## config.mk

```make
export PLATFORM = sky130hd
export DESIGN_NAME = pe_feeder
export DESIGN_NICKNAME = d
export VERILOG_FILES = /design/src/rtl/serial_pe_pkg.sv /design/src/rtl/pe_feeder.sv
export SDC_FILE = /design/constraint.sdc
export NUM_CORES = 1
export LEC_CHECK = 0
export BUFFER_PORTS_ARGS = -buffer_cell sky130_fd_sc_hd__buf_2
export CORE_ASPECT_RATIO = 1.2
export CORE_UTILIZATION = 35
export DETAILED_ROUTE_END_ITERATION = 7
export SLEW_MARGIN = 0
export SYNTH_ARGS = -nofsm -noshare
export SYNTH_HDL_FRONTEND = slang
export SYNTH_SLANG_ARGS = --single-unit
export TNS_END_PERCENT = 100
```

## constraint.sdc

```tcl
create_clock -name clk -period 6.1 [get_ports clk]
set_input_delay 0.305 -clock clk [delete_from_list [all_inputs] [get_ports clk]]
set_output_delay 0.305 -clock clk [all_outputs]
set_load 0.01 [all_outputs]
```

## src/rtl/serial_pe_pkg.sv

```systemverilog
// Shared widths and FSM state encoding for the serial PE datapath and its feeder.
package serial_pe_pkg;
    localparam int DATA_W = 16;
    localparam int ACC_W  = 32;
    localparam int LEN_W  = 10;
    localparam int NUM_W  = 8;
    localparam int NRN_AW = 10;
    localparam int WGT_AW = 18;
    localparam int OUT_AW = 8;

    typedef enum logic [1:0] {
        ST_IDLE  = 2'd0,
        ST_ISSUE = 2'd1,
        ST_DRAIN = 2'd2
    } fsm_state_t;
endpackage

```

## src/rtl/pe_feeder.sv

```systemverilog
// Streams neuron/weight beats to serial_pe and writes each result; job latency num_out*(len+2)+1.
// No backpressure: stalls only in DRAIN waiting for pe_vld_o.
module pe_feeder
    import serial_pe_pkg::*;
(
    input  logic              clk,
    input  logic              rst_n,
    input  logic              start,
    input  logic [LEN_W-1:0]  cfg_len,
    input  logic [NUM_W-1:0]  cfg_num_out,
    output logic              rd_en,
    output logic [NRN_AW-1:0] nrn_addr,
    output logic [WGT_AW-1:0] wgt_addr,
    input  logic [DATA_W-1:0] nrn_rdata,
    input  logic [DATA_W-1:0] wgt_rdata,
    output logic [DATA_W-1:0] pe_neuron,
    output logic [DATA_W-1:0] pe_weight,
    output logic [1:0]        pe_ctl,
    output logic              pe_vld,
    input  logic [ACC_W-1:0]  pe_result,
    input  logic              pe_vld_o,
    output logic              out_wr_en,
    output logic [OUT_AW-1:0] out_addr,
    output logic [ACC_W-1:0]  out_data,
    output logic              busy,
    output logic              done
);
    fsm_state_t       state;
    logic [LEN_W-1:0] len_q;
    logic [NUM_W-1:0] num_q;
    logic [NUM_W-1:0] out_idx;
    logic             last_beat;
    logic             last_out;
    logic             in_drain;

    // nrn_addr doubles as the beat index i within the current output.
    assign last_beat = (nrn_addr == len_q - LEN_W'(1));
    assign last_out  = (out_idx == num_q - NUM_W'(1));
    assign in_drain  = (state == ST_DRAIN);

    assign pe_neuron = nrn_rdata;
    assign pe_weight = wgt_rdata;
    assign out_wr_en = in_drain & pe_vld_o;
    assign out_addr  = in_drain ? out_idx : '0;
    assign out_data  = in_drain ? pe_result : '0;

    always_ff @(posedge clk or negedge rst_n) begin
        if (!rst_n) begin
            state    <= ST_IDLE;
            len_q    <= '0;
            num_q    <= '0;
            out_idx  <= '0;
            rd_en    <= 1'b0;
            nrn_addr <= '0;
            wgt_addr <= '0;
            pe_ctl   <= 2'b00;
            pe_vld   <= 1'b0;
            busy     <= 1'b0;
            done     <= 1'b0;
        end else begin
            done <= 1'b0;
            case (state)
                ST_IDLE: begin
                    if (start) begin
                        if (cfg_len != '0 && cfg_num_out != '0) begin
                            len_q    <= cfg_len;
                            num_q    <= cfg_num_out;
                            out_idx  <= '0;
                            nrn_addr <= '0;
                            wgt_addr <= '0;
                            rd_en    <= 1'b1;
                            busy     <= 1'b1;
                            state    <= ST_ISSUE;
                        end else begin
                            done <= 1'b1;
                        end
                    end
                end
                ST_ISSUE: begin
                    pe_vld   <= 1'b1;
                    pe_ctl   <= {last_beat, nrn_addr == '0};
                    // Weight pointer runs across outputs, so it is o*len+i without a multiply.
                    wgt_addr <= wgt_addr + WGT_AW'(1);
                    if (last_beat) begin
                        rd_en <= 1'b0;
                        state <= ST_DRAIN;
                    end else begin
                        nrn_addr <= nrn_addr + NRN_AW'(1);
                    end
                end
                ST_DRAIN: begin
                    pe_vld <= 1'b0;
                    pe_ctl <= 2'b00;
                    if (pe_vld_o) begin
                        if (last_out) begin
                            busy  <= 1'b0;
                            done  <= 1'b1;
                            state <= ST_IDLE;
                        end else begin
                            out_idx  <= out_idx + NUM_W'(1);
                            nrn_addr <= '0;
                            rd_en    <= 1'b1;
                            state    <= ST_ISSUE;
                        end
                    end
                end
                default: state <= ST_IDLE;
            endcase
        end
    end
endmodule

```

# Word-level counts from Yosys, hierarchy flattened
# Index checks and enable logic that the tools add are counted.
[op_classes] muxes=38 n_reduce_logical=16 addsub=5 bitwise_logic=1 n_eq_ne=11
[ops] op="$mux W10" count=5
[ops] op="$mux W8" count=5
[ops] op="$mux W18" count=2
[ops] op="$pmux W18 S2" count=1
[ops] op="$mux W32" count=1
[ops] op="$pmux W10 S3" count=1
[ops] op="$add A18 B1 Y18 const B" count=1
[ops] op="$pmux W8 S2" count=1
[ops] op="$ne A2 B2 Y1 const B" count=7
[ops] op="$mux W1" count=12
[ops] op="$reduce_and A6 Y1" count=2
[ops] op="$add A10 B1 Y10 const B" count=1
[ops] op="$eq A10 B10 Y1" count=1
[ops] op="$logic_not A10 Y1" count=1
[ops] op="$reduce_and A5 Y1" count=2
[ops] op="$reduce_bool A10 Y1" count=1
[ops] op="$sub A10 B1 Y10 const B" count=1
[ops] op="$add A8 B1 Y8 const B" count=1
[ops] op="$eq A8 B8 Y1" count=1
[ops] op="$mux W2" count=4
[ops] op="$reduce_bool A8 Y1" count=1
[ops] op="$sub A8 B1 Y8 const B" count=1
[ops] op="$pmux W1 S2" count=3
[ops] op="$pmux W2 S3" count=1
[ops] op="other kinds (11)" count=14
[word_totals] regBits=62 in_bits=86 wordCells=82 output_inout_bits=107

# Depth between registers and ports, before layout
# Gate-level depths: netlist of run 1.
[depth] word_depth=5 mapped_depth=11 mapped_depth_nobuf=9

# Least setup slack after synthesis of run 1
# Ideal clock, no wire load.
[synth_timing] kind="register -> register" start="register state[0]" end="register nrn_addr[6]" path_stages_with_launch=11 setup_slack_ps=3666 t_arrival_ps=2308 path_buffers=3 required_ps=5974 setup_ps=126 cell_sequence="dfrtp_1 inv_1 ha_1 buf_2 nand2_1 or3_1 buf_2 a22o_4 a211o_2 buf_6 a221o_1"
[synth_between] elab_chain_cells=3
[synth_rtl] item="from (decl)" line="pe_feeder.sv:28" source="fsm_state_t state;"
[synth_rtl] item="from (signal assigned)" line="pe_feeder.sv:49" source="state <= ST_IDLE;"
[synth_rtl] item="from (signal assigned)" line="pe_feeder.sv:73" source="state <= ST_ISSUE;"
[synth_rtl] item="from (signal assigned)" line="pe_feeder.sv:86" source="state <= ST_DRAIN;"
[synth_rtl] item="$eq A2 B1 Y1 (tied with other cells)" line="pe_feeder.sv:62" source="case (state)"
[synth_rtl] item="$ne A2 B2 Y1 (no line) or $reduce_bool A3 Y1 (tied branches)"
[synth_rtl] item="$reduce_and A6 Y1 (no line)"
[synth_rtl] item="to (signal assigned)" line="pe_feeder.sv:88" source="nrn_addr <= nrn_addr + NRN_AW'(1);"
[synth_rtl] item="to (decl)" line="pe_feeder.sv:12" source="output logic [NRN_AW-1:0] nrn_addr,"
# Parallel ways exist; a longest one is shown, timed or not.
# A chain may end at the register's enable or synchronous reset.

# Final worst setup path of run 1
[layout_timing] start="register state[1]" end="register nrn_addr[1]"
# Same word-level chain as after synthesis.

==> run metrics, run 1 <==
YS warnings 0; P&R area growth vs syn 19.3%; Power Total around 2.0 mW; row count 44; CTS resizes 0; slowest CP cell or3_1; routed vias/inst 5.23; Synth Area per Inst slightly above 9 um^2; Cells after Synth roughly 480; hpwl dp 8380 um; maxcap violations 0; crit path DAT approximately 3.5 ns; proportion of layout cells with a drive suffix above 1 0.316; Tmin final 3.20 ns; commonest non-fill, non-tap cell in the layout buf_2; pin count of the biggest net entering global routing 63; Max VDD drop about 0.21 mV; Post-Route Setup TNS 0 ns; WL per Instance 15.5 um; Post-Layout Cell Count between 700 and 800; Antenna Cells 0; register area share after synthesis 0.358; Netlist cell types 69; main combinational cell family by area after synthesis simple AND/OR/NAND/NOR gates; Worst-Skew Late Latency roughly 0.33 ns; RSZ-0062 raised after global routing false; Worst Path Max Fanout 25; initial antenna violation count 0; asr flop ratio synth 1.00; syn_nets roughly 570; Worst slew margin 0.334; drc violations 0; Pre-antenna DRT Iters 4; Post-CTS Setup Inserts 0; clock buffer depth 2; Critical Path Source state[1]$_DFFE_PN0P_; Register Area 1550 um^2; Clk pin slew, worst setup/hold paths roughly 0.050 ns; crit-path cells inv_1 -> ha_1 -> nand2_1 -> or3_1 -> a22o_4 -> a211o_2 -> a21oi_1 -> a32o_1; starting density of the core 0.358; worst slew pin tran roughly 0.99 ns; reg-to-reg startpoint state[1]$_DFFE_PN0P_; placed instance count 712; Leak Pwr about 2.5 nW; clk_skew 0.00481 ns; Seq cells post-synth slightly above 60; CP Capture Type flip-flop; Synth Flop Type dfrtp_1; Setup Viol. Count Final 0; xor/xnor share of the synthesized area 0.0626; Total GRT Usage 0.182; Chip Height about 120 um; htree depth 3; TritonCTS clock tree yes; critical path type reg -> reg; GRT overflow 0; # fillers ~1200; Initial DRC Count 150; commonest non-fill, non-tap cells in the layout 128 x buf_2, 62 x dfrtp_1, 44 x and2_1; fin crit share 0.524; highest clock rate roughly 310 MHz; Worst setup SP type flip-flop; Hold WS around 0.15 ns; drt total wl roughly 11000 um; GPL Wtd Cong 0.831; I/O Pins 193; hold buffers post-CTS 0; endpoints failing hold 0; area share of fa/ha/maj cells after synthesis 0.0288; pwr dens slightly below 400 nW/um^2; Hold Crit Class in -> async; CTS buffer count 9; Synth Cell Area between 4000 and 5000 um^2; multiplexer share of the synthesized area 0.0562; Compound-Gate Fraction of Synth Area 0.138; max-slew violations 0; footprint of the multi-input gates ~2400 um^2; vias in the first global route between 3000 and 4000; Worst path max stage delay about 0.74 ns; clk sinks 62; Synth Area in Simple Gates 0.257; Core ar. 12100 um^2; CTS root buf clkbuf_16; Layout Nets roughly 660; Post-synth EDFFs 0; Antenna Nets Post-Route 0; critical path required time 6.37 ns; vias between 3000 and 4000; Chip Width 104 um; status completed; PortBufs approximately 130; full die area about 13000 um^2; first-pass GRT wire length about 18000 um
## per-layer routing
metal / GRT usage / vias to the layer above / wire length (um)
met5: 0 / - / 0
met4: 0.115 / 0 / 512
met3: 0.0340 / 37 / 610
met2: 0.325 / 155 / 5640
met1: 0.202 / 1802 / 4510
li1: - / 1815 / -
## cell usage after synthesis, drive strengths merged, types with 2 or more instances
cell | n | area (um^2)
a21o | 4 | 30.0
o211ai | 3 | 22.5
a31oi | 2 | 12.5
xnor2 | 13 | 114
or3 | 12 | 75.1
buf | 42 | 302
nor4 | 6 | 73.8
dfrtp | 62 | 1550
clkbuf | 15 | 56.3
mux2 | 19 | 214
mux2i | 3 | 30.0
and2 | 44 | 275
nand2b | 8 | 50.1
inv | 19 | 71.3
ha | 10 | 125
a21oi | 23 | 115
a22o | 3 | 35.0
and4 | 4 | 37.5
nand3 | 13 | 65.1
o22ai | 3 | 18.8
a41oi | 2 | 17.5
nor2 | 21 | 78.8
a21boi | 2 | 15.0
or2 | 2 | 12.5
and3 | 7 | 43.8
or4 | 4 | 33.8
o21ai | 26 | 130
o2111a | 2 | 23.8
a221o | 4 | 40.0
a32o | 2 | 20.0
nor3b | 5 | 37.5
xor2 | 18 | 158
nand4 | 10 | 62.6
nand2 | 33 | 131
nor3 | 12 | 65.1
a211oi | 2 | 15.0
## critical path: cells and delay by family, from the launching register on
| kind | cells | cell delay, ns |
|---|---|---|
| AND/OR/NAND/NOR | 2 | 0.89 |
| flip-flops | 1 | 0.40 |
| adder cells (fa/ha/maj) | 1 | 0.33 |
| AO/OA/AOI/OAI | 4 | 1.41 |
| buffers and inverters | 1 | 0.11 |
## layout make-up
type,count,share of cell area
Inverter,20,0.0145
Multi-Input combinational cell,339,0.455
Tap cell,161,0.0389
Sequential cell,62,0.300
Timing Repair Buffer,130,0.127
Clock buffer,10,0.0442
Clock inverter,6,0.0213
## sequential cells by signal (all words and copies together) (netlist names), 2 cells and up
signal and count:
nrn_addr 10, state 2, len_q 10, out_idx 8, wgt_addr 18, pe_ctl 2
num_q 8
## cells by family after synthesis
group,count (synthesis)
XOR/XNOR,31
AND/OR/NAND/NOR,188
buffers and inverters,77
multiplexers,22
AO/OA/AOI/OAI,88
adder cells (fa/ha/maj),10
flip-flops,62
## final timing paths
path | endpoint | slack [ns] | cells past startpoint
min | nrn_addr[2]$_DFFE_PN0P_ | 0.15 | 2
max in group asynchronous | num_q[2]$_DFFE_PN0P_ | 5.42 | 2
min in group clk | len_q[0]$_DFFE_PN0P_ | 0.21 | 2
min reg2reg | rd_en$_DFFE_PN0P_ | 0.52 | 2
max reg2reg | nrn_addr[1]$_DFFE_PN0P_ | 2.90 | 8
max | nrn_addr[1]$_DFFE_PN0P_ | 2.90 | 8
## report_power, final
part | internal [mW] | total (mW) | switching [mW] | leakage [nW]
Combinational | 0.347 | 0.764 | 0.417 | 1.54
Clock | 0.398 | 0.586 | 0.188 | 0.159
Sequential | 0.514 | 0.679 | 0.166 | 0.799
Total | 1.26 | 2.03 | 0.770 | 2.50
## through the flow
stage / worst slack (ns) / util / instance area, um^2
2_1_floorplan: 3.67 / - / 4340
3_3_place_gp: 3.05 / 0.399 / 4840
3_5_place_dp: 2.93 / 0.399 / 4840
4_1_cts: 2.90 / 0.427 / 5180
5_1_grt: 2.67 / 0.427 / 5180
6_report: 2.90 / 0.427 / 5180
Note: power is estimated with default switching activity, not from simulation.
==> run 2: changes to the inputs <==
--- a/config.mk
+++ b/config.mk
@@ -5,6 +5,7 @@
 export SDC_FILE = /design/constraint.sdc
 export NUM_CORES = 1
 export LEC_CHECK = 0
+export ABC_AREA = 1
 export BUFFER_PORTS_ARGS = -buffer_cell sky130_fd_sc_hd__buf_2
 export CORE_ASPECT_RATIO = 1.2
 export CORE_UTILIZATION = 35
==> constraint.sdc (replaced) <==
create_clock -name clk -period 2.65 [get_ports clk]
set_input_delay 0.1325 -clock clk [delete_from_list [all_inputs] [get_ports clk]]
set_output_delay 0.1325 -clock clk [all_outputs]
set_load 0.01 [all_outputs]
==> run metrics, run 2 <==
status finished, violations left; failing checks hold timing; TritonCTS clock tree yes; Post-CTS Setup Inserts 0; cell taking the most area after synthesis dfrtp_1; top cell type's share of synthesized area 0.332; reg2reg path depth 13; Finished Core Util 0.432; CTS buffer count 9; crit path DAT 2.27 ns; GRT overflow 0; asr flop ratio synth 1.00; max-slew violations 0; hpwl dp roughly 9000 um; proportion of layout cells with a drive suffix above 1 0.206; Most flops, register wgt_addr; vias in the first global route 4000; Chip Width 107 um; Synth Area per Inst approximately 6.6 um^2; Register Area approximately 1600 um^2; Synth Cell Area around 4700 um^2; maxcap violations 0; starting density of the core 0.364; first-pass GRT wire length between 15000 and 20000 um; commonest non-fill, non-tap cell in the layout nand2_1; Worst slew margin 0.469; pwr dens 866 nW/um^2; PortBufs ~130; reg-to-reg setup timing slack 0.65 ns; Cells after Synth around 710; Setup Viol. Count Final 0; htree depth 3; Worst-Skew Late Latency roughly 0.33 ns; fin crit share 0.757; WL per Instance between 10 and 15 um; Initial DRC Count between 150 and 200; biggest regs wgt_addr: 18 flops, len_q: 10 flops, nrn_addr: 10 flops; Post-Route Setup TNS 0 ns; critical path required time a little under 3 ns; full die area approximately 14000 um^2; register area share after synthesis 0.332; CP Capture Type flip-flop; critical path type reg -> reg; drc violations 0; synth cell count leaders 221 x nand2_1, 124 x inv_1, 62 x dfrtp_1; max reg flops 18; syn_nets ~800; highest clock rate 499 MHz; Antenna Nets Post-Route 0; Power Total between 4 and 5 mW; Tmin final ~2.0 ns; clk_skew roughly 0.0068 ns; Synth Flop Type dfrtp_1; Hold Crit Class in -> async; Worst Path Max Fanout 10; CTS resizes 0; GPL Wtd Cong 0.820; Worst setup SP type flip-flop; clock buffer depth 2; Chip Height roughly 130 um; most frequent cell after synthesis nand2_1; Antenna Cells 0; Total GRT Usage 0.178; initial antenna violation count 0; reg-to-reg startpoint num_q[0]$_DFFE_PN0P_; RSZ-0062 raised after global routing false; vias around 4500; YS warnings 0; Max VDD drop 0.391 mV; row count 45; Seq cells post-synth just over 60; footprint of the multi-input gates 2310 um^2; top post-synthesis cells by area dfrtp_1 33%, nand2_1 18%, inv_1 10%; Post-synth EDFFs 0; endpoints failing hold approximately 50; I/O Pins roughly 190; Clk pin slew, worst setup/hold paths approximately 0.050 ns; Leak Pwr approximately 3.3 nW; routed vias/inst about 4.6; commonest non-fill, non-tap cells in the layout 221 x nand2_1, 128 x buf_2, 124 x inv_1; clk sinks between 60 and 70; P&R area growth vs syn 18.7%; worst slew pin tran 0.797 ns; pin count of the biggest net entering global routing 63; drt total wl roughly 12000 um; # fillers around 1400; Hold WS -0.0208 ns; Reg2Reg Capture Point nrn_addr[0]$_DFFE_PN0P_; Netlist cell types 33; Pre-antenna DRT Iters 4; CTS root buf clkbuf_16; Layout Nets 897; Core ar. between 10000 and 15000 um^2; hold buffers post-CTS 0
-- run 2: cell types whose count changed in the layout (fill, tap and decap cells not counted), sizes merged, moves of 6 or more --
cell    delta
nand2    +191
inv      +107
and2      -44
nor2      +42
nand3     +40
a21oi     -19
mux2      -19
o21ai     +13
or3       -12
nand2b     -8
o31ai      +8
and3       -7
xor2       +6
-- run 2: critical path, stage by stage (launching register included) --
cell,delay (ns)
dfrtp_1,0.38
inv_1,0.10
ha_1,0.31
xor2_1,0.13
nand2_1,0.07
nor2_1,0.11
nand2_1,0.06
nor2_1,0.14
nand3_2,0.12
nand2_1,0.16
inv_2,0.12
nand2_4,0.12
nand2_1,0.06
nand2_1,0.06
-- run 2: final cells by class --
class / count / share of cell area
Inverter: 126 / 0.0853
Sequential cell: 62 / 0.280
Multi-Input combinational cell: 468 / 0.417
Tap cell: 164 / 0.0370
Clock inverter: 4 / 0.0126
Clock buffer: 12 / 0.0445
Timing Repair Buffer: 134 / 0.124
-- run 2: how the worst max path moves through the flow --
stage                    startpoint                      end
2_1_floorplan  num_q[0]$_DFFE_PN0P_   out_idx[4]$_DFFE_PN0P_
3_3_place_gp   num_q[0]$_DFFE_PN0P_  nrn_addr[3]$_DFFE_PN0P_
3_5_place_dp   num_q[0]$_DFFE_PN0P_  nrn_addr[1]$_DFFE_PN0P_
4_1_cts        num_q[0]$_DFFE_PN0P_  nrn_addr[0]$_DFFE_PN0P_
5_1_grt        num_q[0]$_DFFE_PN0P_  nrn_addr[0]$_DFFE_PN0P_
6_report       num_q[0]$_DFFE_PN0P_  nrn_addr[0]$_DFFE_PN0P_
-- run 2: where the power goes --
group	leakage [nW]	total, mW	switching, mW	internal (mW)
sequential	0.816	1.40	0.244	1.15
clock	0.157	1.26	0.417	0.846
combinational	2.29	2.14	1.42	0.721
total	3.27	4.80	2.08	2.72
-- run 2: cells by family (layout without fill, tap and decap cells) --
kind of cell / count (synthesis) / in the layout / share of synthesized area
buf+inv: 178 / 276 / 0.173
simple gates: 368 / 368 / 0.334
fa+ha+maj: 10 / 10 / 0.0268
xor+xnor: 35 / 35 / 0.0656
compound gates: 55 / 55 / 0.0691
flops: 62 / 62 / 0.332
-- run 2: metal layers --
layer	track usage	part of all wire
met5	0	0
met4	0.0612	0.016
met3	0.0299	0.052
met2	0.328	0.50
met1	0.207	0.43
-- run 2: metrics by stage --
stage	hold slack, ns	worst slack [ns]	cells	cell area [um^2]
after global routing	0.0325	0.378	970	5540
final	-0.0208	0.645	970	5540
after CTS	0.0166	0.626	970	5540
after global placement	0.265	0.696	954	5230
after floorplan	-0.163	0.858	708	4670
after detailed placement	0.265	0.642	954	5230
==> run 3: changes to the inputs <==
==> constraint.sdc (replaced) <==
create_clock -name clk -period 1.8 [get_ports clk]
set_input_delay 0.09 -clock clk [delete_from_list [all_inputs] [get_ports clk]]
set_output_delay 0.09 -clock clk [all_outputs]
set_load 0.01 [all_outputs]
==> run metrics, run 3 (synthesis gave the netlist of run 2 again) <==
endpoints failing hold 0; placed instance count just under 1000; reg2reg path depth 14; vias in the first global route 4354; full die area 13800 um^2; initial antenna violation count 0; worst slew pin tran around 0.37 ns; GPL Wtd Cong about 0.85; drt total wl approximately 13000 um; drc violations 0; hpwl dp between 9000 and 10000 um; Antenna Cells 0; Worst Path Max Fanout 11; Worst-Skew Late Latency ~0.34 ns; RSZ-0062 raised after global routing true; GRT overflow 0; Min-Delay Startpoint cfg_num_out[5]; htree depth 3; reg-to-reg setup timing slack -0.009 ns; maxcap violations 0; biggest regs wgt_addr: 18 flops, len_q: 10 flops, nrn_addr: 10 flops; Clk pin slew, worst setup/hold paths 0.05 ns; Post-Layout Cell Count 1025; pin count of the biggest net entering global routing 63; crit path DAT roughly 2.1 ns; commonest non-fill, non-tap cell in the layout nand2_1; Leak Pwr between 3 and 4 nW; proportion of layout cells with a drive suffix above 1 0.293; CTS root buf clkbuf_16; Most flops, register wgt_addr; pwr dens around 1300 nW/um^2; failing checks setup timing; Max VDD drop around 0.64 mV; Core ar. 12800 um^2; Pre-antenna DRT Iters 5; Layout Nets 953; commonest non-fill, non-tap cells in the layout 206 x nand2_1, 128 x buf_2, 118 x inv_1; PortBufs 128; Total GRT Usage 0.192; Worst setup SP type flip-flop; max-slew violations 0; CTS buffer count 9; first-pass GRT wire length about 20000 um; fin crit share 1.00; worst hold endpoint num_q[5]$_DFFE_PN0P_; Antenna Nets Post-Route 0; Initial DRC Count 149; clk sinks 62; clock buffer depth 2; reg-to-reg startpoint num_q[1]$_DFFE_PN0P_; I/O Pins between 150 and 200; WL per Instance between 10 and 15 um; Chip Height 129 um; P&R area growth vs syn 33.5%; Setup Viol. Count Final 7; Worst slew margin 0.749; row count between 40 and 50; critical path required time about 2.1 ns; Finished Core Util 0.486; status finished, violations left; Tmin final 1.81 ns; Hold Crit Class in -> reg; Hold WS approximately 0.017 ns; highest clock rate 553 MHz; vias 4673; max reg flops 18; routed vias/inst 4.56; clk_skew ~0.0046 ns; starting density of the core 0.364; TritonCTS clock tree yes; Hold Path Depth 3; Chip Width ~110 um; critical path type reg -> reg; CP Capture Type flip-flop; Reg2Reg Capture Point nrn_addr[4]$_DFFE_PN0P_; worst setup margin -0.00861 ns
## run 3: changes by cell type in the layout (fill, tap and decap cells not counted), sizes merged
cell	change
clkinv	-1
clkbuf	+3
nand3	+1
buf	+43
nand2	+1
clkinvlp	+2
inv	-1
bufinv	-2
dlygate4sd3	+9
## run 3: area by class of cell
type	count	area, um^2
Fill cell	1320	6600
Clock buffer	14	264
Multi-Input combinational cell	470	2510
Inverter	126	492
Tap cell	164	205
Sequential cell	62	1550
Timing Repair inverter	1	7.51
Timing Repair Buffer	187	1200
Clock inverter	1	5.00
## run 3: stage by stage
| step | TNS [ns] | instance area (um^2) | setup WS, ns | total power, mW |
|---|---|---|---|---|
| floorplan | 0 | 4670 | 0.00821 | 4.47 |
| global placement | -0.699 | 5550 | -0.0731 | 5.66 |
| detailed placement | -0.868 | 5550 | -0.0858 | 5.69 |
| CTS | -0.0807 | 6000 | -0.0166 | 7.57 |
| global route | -2.62 | 6240 | -0.191 | 8.73 |
| finish | -0.0227 | 6240 | -0.00861 | 7.99 |
## run 3: how the worst max path moves through the flow
stage,start,end,slack (ns),cells after the start
2_1_floorplan,num_q[0]$_DFFE_PN0P_,out_idx[4]$_DFFE_PN0P_,0.008,13
3_3_place_gp,num_q[0]$_DFFE_PN0P_,nrn_addr[1]$_DFFE_PN0P_,-0.07,13
3_5_place_dp,num_q[0]$_DFFE_PN0P_,nrn_addr[6]$_DFFE_PN0P_,-0.09,13
4_1_cts,len_q[1]$_DFFE_PN0P_,nrn_addr[1]$_DFFE_PN0P_,-0.02,13
5_1_grt,len_q[1]$_DFFE_PN0P_,state[1]$_DFFE_PN0P_,-0.19,15
6_report,num_q[1]$_DFFE_PN0P_,nrn_addr[4]$_DFFE_PN0P_,-0.009,14
## run 3: worst max-delay path, stage by stage (launching register included)
cell and delay (ns):
dfrtp_1 0.38, buf_4 0.14, nor2_2 0.12, nand2_1 0.10, nor2_1 0.13, nand2_1 0.07, nand2_1 0.06, nand2_1 0.08
nor2_4 0.14, nand3_4 0.12, nand2_4 0.14, inv_8 0.06, nand2_4 0.08, nand2_1 0.06, nand2_1 0.06
## run 3: per-layer routing
| metal | vias up | GRT usage | part of all wire |
|---|---|---|---|
| met4 | 0 | 0.0927 | 0.024 |
| met2 | 129 | 0.356 | 0.51 |
| met5 | - | 0 | 0 |
| met3 | 26 | 0.0263 | 0.048 |
| li1 | 2440 | - | - |
| met1 | 2078 | 0.216 | 0.41 |
## run 3: report_power, final
group          internal (mW)  switching (mW)  total [mW]  leakage [nW]
sequential              1.70           0.315        2.01         0.816
clock                  0.997           0.587        1.58         0.133
combinational           1.78            2.61        4.39          2.61
total                   4.48            3.51        7.99          3.56
## run 3: repair_timing
item / 4_1_cts / 5_1_grt
resized for setup: 20 / 51
setup buffers: 1 / 3
cloned: 2 / 2
pin swaps: 5 / 20
endpoints found under the hold margin: 70 / 0
hold buffers: 9 / 0
setup endpoints to repair: 48 / 75
